### src/rtl/conv_acc_bias_int32_if.sv
// conv_acc_bias_int32_if: activation/weight input stream and int32 result stream
interface conv_acc_bias_int32_if #(parameter int ACC_W = 32);
  logic             in_valid;
  logic             in_ready;
  logic [7:0]       in_act;
  logic [7:0]       in_wgt;
  logic             out_valid;
  logic             out_ready;
  logic [ACC_W-1:0] out_data;
  modport master (output in_valid, in_act, in_wgt, out_ready, input in_ready, out_valid, out_data);
  modport slave  (input in_valid, in_act, in_wgt, out_ready, output in_ready, out_valid, out_data);
endinterface

### src/rtl/conv_acc_bias_int32.sv
// conv_acc_bias_int32: zero-point corrected int8 MAC over cfg_len terms plus bias, int32 result.
// ACC_SAT_EN: saturate accumulate and bias add instead of wrapping.
module conv_acc_bias_int32 #(
  parameter int LEN_W = 12,
  parameter int ACC_W = 32
) (
  input  logic                 sclk,
  input  logic                 s_rst_n,
  input  logic [LEN_W-1:0]     cfg_len,
  input  logic [ACC_W-1:0]     cfg_bias,
  input  logic [7:0]           cfg_zp,
  conv_acc_bias_int32_if.slave io,
  output logic                 busy
);
  typedef enum logic [2:0] {IDLE, ACC, DRAIN, BIAS, OUT} state_t;
  state_t           state_q, state_d;
  logic [ACC_W-1:0] acc_q, acc_d, prod_q, prod_d, out_data_q, out_data_d, bias_q, bias_d;
  logic [LEN_W-1:0] cnt_q, cnt_d, len_q, len_d;
  logic [7:0]       zp_q, zp_d, zp_use;
  logic             in_ready_q, in_ready_d, out_valid_q, out_valid_d, busy_q, busy_d, accept;
  logic signed [8:0]  diff;
  logic signed [16:0] prod;

  function automatic logic [ACC_W-1:0] acc_add(input logic [ACC_W-1:0] a, input logic [ACC_W-1:0] b);
`ifdef ACC_SAT_EN
    logic [ACC_W:0] s;
    s = {a[ACC_W-1], a} + {b[ACC_W-1], b};
    return (s[ACC_W] != s[ACC_W-1]) ? {s[ACC_W], {(ACC_W-1){~s[ACC_W]}}} : s[ACC_W-1:0];
`else
    return a + b;
`endif
  endfunction

  always_comb begin
    accept      = io.in_valid && in_ready_q;
    // the first beat of a group is corrected with the live zero point, later beats with the latched one
    zp_use      = (state_q == IDLE) ? cfg_zp : zp_q;
    diff        = $signed({1'b0, io.in_act}) - $signed({1'b0, zp_use});
    prod        = 17'(diff) * 17'($signed(io.in_wgt));
    prod_d      = accept ? {{(ACC_W-17){prod[16]}}, prod} : '0;
    acc_d       = (state_q == ACC || state_q == DRAIN) ? acc_add(acc_q, prod_q) : acc_q;
    state_d     = state_q;
    cnt_d       = cnt_q;
    len_d       = len_q;
    bias_d      = bias_q;
    zp_d        = zp_q;
    out_data_d  = out_data_q;
    out_valid_d = out_valid_q;
    case (state_q)
      IDLE: if (accept) begin
        len_d   = (cfg_len == '0) ? LEN_W'(1) : cfg_len;
        bias_d  = cfg_bias;
        zp_d    = cfg_zp;
        acc_d   = '0;
        cnt_d   = LEN_W'(1);
        state_d = (cfg_len <= LEN_W'(1)) ? DRAIN : ACC;
      end
      ACC: if (accept) begin
        cnt_d   = cnt_q + LEN_W'(1);
        state_d = (cnt_q + LEN_W'(1) == len_q) ? DRAIN : ACC;
      end
      DRAIN: state_d = BIAS;
      BIAS: begin
        out_data_d  = acc_add(acc_q, bias_q);
        out_valid_d = 1'b1;
        state_d     = OUT;
      end
      OUT: if (io.out_ready) begin
        out_valid_d = 1'b0;
        state_d     = IDLE;
      end
      default: state_d = IDLE;
    endcase
    in_ready_d = (state_d == IDLE) || (state_d == ACC);
    busy_d     = state_d != IDLE;
  end

  always_ff @(posedge sclk or negedge s_rst_n) begin
    if (!s_rst_n) begin
      state_q     <= IDLE;
      acc_q       <= '0;
      prod_q      <= '0;
      cnt_q       <= '0;
      len_q       <= '0;
      bias_q      <= '0;
      zp_q        <= '0;
      out_data_q  <= '0;
      out_valid_q <= 1'b0;
      in_ready_q  <= 1'b1;
      busy_q      <= 1'b0;
    end else begin
      state_q     <= state_d;
      acc_q       <= acc_d;
      prod_q      <= prod_d;
      cnt_q       <= cnt_d;
      len_q       <= len_d;
      bias_q      <= bias_d;
      zp_q        <= zp_d;
      out_data_q  <= out_data_d;
      out_valid_q <= out_valid_d;
      in_ready_q  <= in_ready_d;
      busy_q      <= busy_d;
    end
  end

  assign io.in_ready  = in_ready_q;
  assign io.out_valid = out_valid_q;
  assign io.out_data  = out_data_q;
  assign busy         = busy_q;
endmodule
### src/flat_wrapper.sv
// flat-port wrapper written by rule: the top's interface ports become plain ports
module conv_acc_bias_int32_flat 
#(
  parameter int LEN_W = 12,
  parameter int ACC_W = 32
)
  (sclk, s_rst_n, cfg_len, cfg_bias, cfg_zp, busy, io_in_valid, io_in_act, io_in_wgt, io_out_ready, io_in_ready, io_out_valid, io_out_data);
  conv_acc_bias_int32_if #(.ACC_W(ACC_W)) io_i ();
  input  logic sclk;
  input  logic s_rst_n;
  input  logic [LEN_W-1:0] cfg_len;
  input  logic [ACC_W-1:0] cfg_bias;
  input  logic [7:0] cfg_zp;
  output logic busy;
  input wire logic [$bits(io_i.in_valid)-1:0] io_in_valid;
  input wire logic [$bits(io_i.in_act)-1:0] io_in_act;
  input wire logic [$bits(io_i.in_wgt)-1:0] io_in_wgt;
  input wire logic [$bits(io_i.out_ready)-1:0] io_out_ready;
  output wire logic [$bits(io_i.in_ready)-1:0] io_in_ready;
  output wire logic [$bits(io_i.out_valid)-1:0] io_out_valid;
  output wire logic [$bits(io_i.out_data)-1:0] io_out_data;
  assign io_i.in_valid = io_in_valid;
  assign io_i.in_act = io_in_act;
  assign io_i.in_wgt = io_in_wgt;
  assign io_i.out_ready = io_out_ready;
  assign io_in_ready = io_i.in_ready;
  assign io_out_valid = io_i.out_valid;
  assign io_out_data = io_i.out_data;
  conv_acc_bias_int32 #(.LEN_W(LEN_W), .ACC_W(ACC_W)) u_core (.sclk(sclk), .s_rst_n(s_rst_n), .cfg_len(cfg_len), .cfg_bias(cfg_bias), .cfg_zp(cfg_zp), .io(io_i), .busy(busy));
endmodule
### config.mk
export PLATFORM = sky130hd
export DESIGN_NAME = conv_acc_bias_int32_flat
export DESIGN_NICKNAME = d
export VERILOG_FILES = /design/src/rtl/conv_acc_bias_int32_if.sv /design/src/rtl/conv_acc_bias_int32.sv /design/src/flat_wrapper.sv
export SDC_FILE = /design/constraint.sdc
export NUM_CORES = 1
export LEC_CHECK = 0
export CAP_MARGIN = 15
export CORE_MARGIN = 3
export CORE_UTILIZATION = 50
export CTS_BUF_LIST = sky130_fd_sc_hd__clkbuf_16
export CTS_CLUSTER_SIZE = 30
export DETAILED_ROUTE_END_ITERATION = 16
export HOLD_SLACK_MARGIN = 0.03
export PLACE_DENSITY = 0.71
export SYNTH_ARGS = -nofsm -noshare
export SYNTH_HDL_FRONTEND = slang
export SYNTH_SLANG_ARGS = --single-unit
### constraint.sdc
create_clock -name sclk -period 9.4 [get_ports sclk]
set_clock_uncertainty 0.2 [all_clocks]
set_input_delay 0.94 -clock sclk [delete_from_list [all_inputs] [get_ports sclk]]
set_output_delay 0.94 -clock sclk [all_outputs]
set_load 0.005 [all_outputs]
==> run summary, run 1 <==
Result of the run -> finished clean
First-pass GRT wire length -> 44900 um
Hold Violations, Final -> 0
Die ar. -> 0.0263 sq mm
Max-slew violation count -> 0
Final worst path period need -> 7.32 ns
CP required -> 9.49 ns
Vias per cell -> 5.37
Post-synthesis adder-cell area fraction -> 0.209
Synth Area in Compound Gates -> 0.149
TritonCTS Sinks -> 151
# diodes -> 0
Clk buf depth -> 2
Slew headroom -> 0.337
Worst hold path type -> reg -> reg
Nets@finish -> 1644
Largest family of logic cells by synthesized area -> adder cells
Highest-delay cell along the critical path -> dfrtp_1
Root Buffer -> clkbuf_16
Drt pass-1 iters -> 5
Multi-input gate area -> 0.00780 sq mm
Core footprint -> 0.0238 sq mm
RSZ-0062 raised after global routing -> false
Fillers -> 2041
Mux cell area share after synthesis -> 0.0641
Post-detail-place hpwl -> 19400 um
Initial Utilization -> 0.514
Startpoint class of the critical path -> register
MaxCap Viol Count -> 0
Period utilization -> 0.779
Cell Rows -> 56
Cell Area, Synth -> 0.0122 sq mm
Area grow syn2layout -> 15.6%
Cells after Synth -> 1327
Post-CTS resize count -> 0
Final setup fails -> 0
Seq. cell area -> 0.00378 sq mm
Routed WL per cell -> 14.8 um
Routability cong. -> 0.870
CP most frequent cell -> fa_1
CP max stage delay -> 0.57 ns
Register area share after synthesis -> 0.310
GR Util All Layers -> 0.205
Post-synthesis cell type count -> 64
ANT nets after route -> 0
Die Y-Extent -> 162 um
Kind of critical path -> reg -> reg
GRT Residual Overflow -> 0
Initial antenna violation count -> 0
Largest net degree at the start of global routing -> 84
Synth Net Count -> 1565
Flop2flop setup slack -> 2.08 ns
CP max FO -> 13
Fmax -> 137 MHz
Simple logic cell fraction of the synthesized area -> 0.153
H-tree depth -> 4
Hold Buf Count CTS -> 0
Setup tns final -> 0 ns
Clk pin slew, worst setup/hold paths -> 0.07 ns
Vias -> 9336
Top_reg_cell synth -> dfrtp_1
Drt drc -> 0
Worst Max-Slew Pin Slew -> 0.995 ns
YS warnings -> 0
Vias in the first global route -> 9320
Syn Area/Cell -> 9.20 sq um
Num CTS Buffers -> 17
DRT Wirelength -> 25700 um
Worst Path Arrival -> 7.41 ns
I/O Buffers -> 106
Post-synthesis async set-or-reset flop share -> 1.00
Worst skew pair latency -> 0.43 ns
Number of synthesized flops with an enable pin -> 0
Worst Setup End Kind -> register
Io pins -> 107
CTS tree -> done
Width of the chip -> 162 um
Drt initial violations -> 537
Xor/xnor share of the synthesized area -> 0.0617
Yosys reg bits -> 151
Layout cell share with drive strength beyond 1 -> 0.0782
Postcts setup bufs -> 0
cell usage in the layout, fill, tap and decap left out, drive strengths merged, types with 20 or more instances in the layout:
cell | netlist | routed
a21o | 30 | 30
fa | 64 | 64
nor2b | 21 | 21
clkdlybuf4s50 | 0 | 105
xnor2 | 53 | 53
xor2 | 33 | 33
dfrtp | 150 | 150
nor3 | 20 | 20
ha | 102 | 102
inv | 118 | 126
and2 | 37 | 37
nor2 | 65 | 65
nand3 | 25 | 25
o21ai | 89 | 89
mux2 | 57 | 57
a21oi | 90 | 90
nand2 | 148 | 148
area by class of cell:
class | count | share of cell area
sequential | 151 | 0.268
tap | 319 | 0.0283
multi-input combinational | 1005 | 0.552
inverter | 119 | 0.0316
clock inverter | 15 | 0.0115
clock buffer | 17 | 0.0301
timing repair buffer | 112 | 0.0784
kinds of logic (layout without fill, tap and decap cells):
family | Yosys count | count (layout)
fa+ha+maj | 166 | 166
simple gates | 389 | 389
mux | 71 | 71
flops | 151 | 151
compound gates | 293 | 293
buf+inv | 171 | 263
xor+xnor | 86 | 86
path summary, 6_finish.rpt:
| kind | start | to | cells after the start |
|---|---|---|---|
| min | u_core.io.out_data[1] | u_core.io.out_data[1] | 2 |
| max reg2reg | u_core.state_q[0] | u_core.prod_q[30] | 28 |
| min in group asynchronous | s_rst_n | u_core.io.out_data[28] | 1 |
| max | u_core.state_q[0] | u_core.prod_q[30] | 28 |
| min reg2reg | u_core.io.out_data[1] | u_core.io.out_data[1] | 2 |
| max in group asynchronous | s_rst_n | u_core.cnt_q[4] | 2 |
Yosys cell counts (all sizes together), types with 4 or more instances:
cell type    n  area, sq um
nor4         4         25.0
clkbuf      50          188
and2        37          231
a21oi       90          450
inv        118          443
nand2      148          556
xor2        33          289
o211ai       9         67.6
o21ai       89          449
mux2        57          642
nand2b      16          100
o21a         9         67.6
a31oi        9         62.6
a211oi       7         52.6
and3        16          100
dfrtp      150         3750
mux2i       14          140
ha         102         1280
o31ai        5         42.5
a211o        4         35.0
nand4       13         87.6
a21o        30          225
nor2        65          244
nand3       25          125
nor3b        4         30.0
a21boi       4         30.0
fa          64         1280
nor3        20          100
or3         10         62.6
xnor2       53          464
nor2b       21          131
o21bai       9         67.6
worst max-delay path, delay by kind of cell, from the launching register on:
kind,cells,cell delay (ns)
buf+inv,4,0.39
flops,1,0.57
fa+ha+maj,7,2.94
compound gates,8,1.25
mux,1,0.35
xor+xnor,2,0.61
simple gates,6,0.87
sequential cells by signal (all words and copies together), names as in the netlist, 3 cells and up:
| signal | cells |
|---|---|
| u_core.io.out_data | 32 |
| u_core.len_q | 12 |
| u_core.state_q | 3 |
| u_core.cnt_q | 12 |
| u_core.acc_q | 32 |
| u_core.bias_q | 32 |
| u_core.prod_q | 17 |
| u_core.zp_q | 8 |
stage by stage:
step | worst slack, ns | cells | util | hold slack (ns) | instance area, sq um
floorplan | 2.17 | 1327 | - | 0.269 | 12200
global placement | 1.98 | 1706 | 0.570 | 0.263 | 13500
detailed placement | 1.82 | 1706 | 0.570 | 0.270 | 13500
CTS | 2.05 | 1738 | 0.594 | 0.285 | 14100
global route | 1.36 | 1738 | 0.594 | 0.306 | 14100
finish | 2.08 | 1738 | 0.594 | 0.279 | 14100
routing by layer:
layer  global-route usage  part of all wire  up-vias  wire length (um)
met4               0.0399            0.0069        0               176
met2                0.320              0.44      215             11300
li1                     -                 -     4711                 -
met3               0.0286             0.046       13              1180
met1                0.309              0.51     4397             13000
met5                    0                 0        -                 0
Power of run 1 is left out: the tool's default activity adds up to more than one toggle a clock period on the data nets, which glitch-free logic cannot reach.
==> run 2, diff against run 1 <==
==> constraint.sdc (replaced) <==
create_clock -name sclk -period 7.05 [get_ports sclk]
set_clock_uncertainty 0.2 [all_clocks]
set_input_delay 0.705 -clock sclk [delete_from_list [all_inputs] [get_ports sclk]]
set_output_delay 0.705 -clock sclk [all_outputs]
set_load 0.005 [all_outputs]
==> run summary, run 2 (synthesized netlist as in run 1, its figures left out) <==
Clk buf depth -> 2 (unchanged)
Placed Cells -> 1721 (+0.88%)
Period utilization -> 0.946 (+0.167)
Fillers -> 2051 (+0.49%)
Worst hold path type -> in -> async
Hold_ws -> 0.110 ns (-0.169 ns)
TritonCTS Sinks -> 151 (unchanged)
CP max FO -> 4 (-9)
Slew headroom -> 0.300 (-0.0372)
Most common cell after layout, fill and taps aside -> dfrtp_1
Nets@finish -> 1660 (+0.97%)
Setup ws final -> 0.382 ns (-1.70 ns)
Worst Setup Slack post-DPL -> -0.0581 ns (-1.88 ns)
Multi-input gate area -> 0.00783 sq mm (+0.47%)
CTS tree -> done
Worst r2r path cells -> 29 (+3.6%)
Vias per cell -> 5.39 (+0.38%)
Final Non-Filler Cells -> 1754 (+0.92%)
Drt pass-1 iters -> 5 (unchanged)
Hold Violations, Final -> 0 (unchanged)
Drt initial violations -> 471 (-12%)
I/O Buffers -> 106 (unchanged)
R2r endpoint -> u_core.prod_q[14]
Max-slew violation count -> 0 (unchanged)
Vias -> 9458 (+1.3%)
Worst Setup End Kind -> register
GRT Residual Overflow -> 0 (unchanged)
Result of the run -> finished clean
Cell Rows -> 56 (unchanged)
Seq. cell area -> 0.00378 sq mm (unchanged)
Layout cell share with drive strength beyond 1 -> 0.0906 (+0.0124)
# diodes -> 0 (unchanged)
DRT Wirelength -> 26500 um (+3.1%)
Num CTS Buffers -> 17 (unchanged)
Width of the chip -> 162 um (unchanged)
Post-detail-place hpwl -> 20500 um (+5.5%)
Largest net degree at the start of global routing -> 84 (unchanged)
Drt drc -> 0 (unchanged)
Worst skew pair latency -> 0.42 ns (about the same)
Initial antenna violation count -> 0 (unchanged)
Reg-to-reg startpoint -> u_core.state_q[0]
GR Util All Layers -> 0.211 (+0.00589)
Highest-delay cell along the critical path -> fa_1
Worst Max-Slew Pin Slew -> 1.05 ns (+0.0558 ns)
Hold Buf Count CTS -> 0 (unchanged)
RSZ-0062 raised after global routing -> false
First-pass GRT wire length -> 45600 um (+1.4%)
Commonest cells after routing, fill and taps aside -> dfrtp_1, nand2_1, inv_1
Initial Utilization -> 0.514 (unchanged)
Vias in the first global route -> 9407 (+0.93%)
Routability cong. -> 0.924 (+6.1%)
Startpoint class of the critical path -> register
Post-route core utilization -> 0.599 (+0.00500)
Core footprint -> 0.0238 sq mm (unchanged)
CP required -> 7.13 ns (-2.36 ns)
Flop2flop setup slack -> 0.38 ns (-1.70 ns)
Die Y-Extent -> 162 um (unchanged)
Area grow syn2layout -> 16.6%
Final worst path period need -> 6.67 ns (-0.652 ns)
Clk pin slew, worst setup/hold paths -> 0.07 ns (about the same)
H-tree depth -> 4 (unchanged)
Die ar. -> 0.0263 sq mm (unchanged)
Io pins -> 107 (unchanged)
MaxCap Viol Count -> 0 (unchanged)
CP max stage delay -> 0.53 ns (-0.04 ns)
ANT nets after route -> 0 (unchanged)
Kind of critical path -> reg -> reg
Worst Path Arrival -> 6.75 ns (-0.66 ns)
Final setup fails -> 0 (unchanged)
Root Buffer -> clkbuf_16
Fmax -> 150 MHz (+9.8%)
Routed WL per cell -> 15.1 um (+2.2%)
## run 2: changes by cell type in the layout (fill, tap and decap cells not counted), sizes merged
cell      change
inv           -1
clkinv        -1
buf          +16
clkinvlp      +2
## run 2: worst max-delay path by stage
| stage | from | endpoint | cells past startpoint |
|---|---|---|---|
| floorplan | u_core.state_q[2] | u_core.prod_q[15] | 28 |
| global placement | cfg_zp[0] | u_core.prod_q[15] | 27 |
| detailed placement | cfg_zp[0] | u_core.prod_q[15] | 27 |
| CTS | u_core.state_q[2] | u_core.prod_q[15] | 27 |
| global route | u_core.state_q[0] | u_core.prod_q[14] | 29 |
| finish | u_core.state_q[0] | u_core.prod_q[14] | 29 |
## run 2: repair_timing
item | CTS | global route
resized for setup | 0 | 7
buffers inserted | 0 | 1
setup endpoints to repair | 0 | 5
## run 2: layout make-up
cell class / count / area share
Multi-Input combinational cell: 1005 / 0.550
Sequential cell: 151 / 0.265
Timing Repair Buffer: 128 / 0.0862
Inverter: 119 / 0.0314
Clock buffer: 17 / 0.0299
Tap cell: 319 / 0.0280
Clock inverter: 15 / 0.00879
## run 2: routing by layer
layer,part of all wire,global-route usage
met2,0.46,0.342
met3,0.039,0.0388
met5,0,0
met1,0.48,0.294
met4,0.018,0.0558
## run 2: critical path, delay by kind of cell, from the launching register on
| kind | cells | cell delay [ns] |
|---|---|---|
| adders and majority gates | 6 | 2.54 |
| xor gates and xnor gates | 2 | 0.33 |
| AOI/OAI and AO/OA | 9 | 1.50 |
| muxes | 1 | 0.40 |
| DFF | 1 | 0.41 |
| buffers and inverters | 4 | 0.20 |
| and+or+nand+nor | 7 | 0.96 |
## run 2: through the flow
stage / instance area (sq um) / setup TNS, ns
finish: 14200 / 0
global route: 14200 / 0
CTS: 14200 / 0
detailed placement: 13600 / -0.135
global placement: 13600 / 0
floorplan: 12200 / 0
Power of run 2 is left out for the same reason.
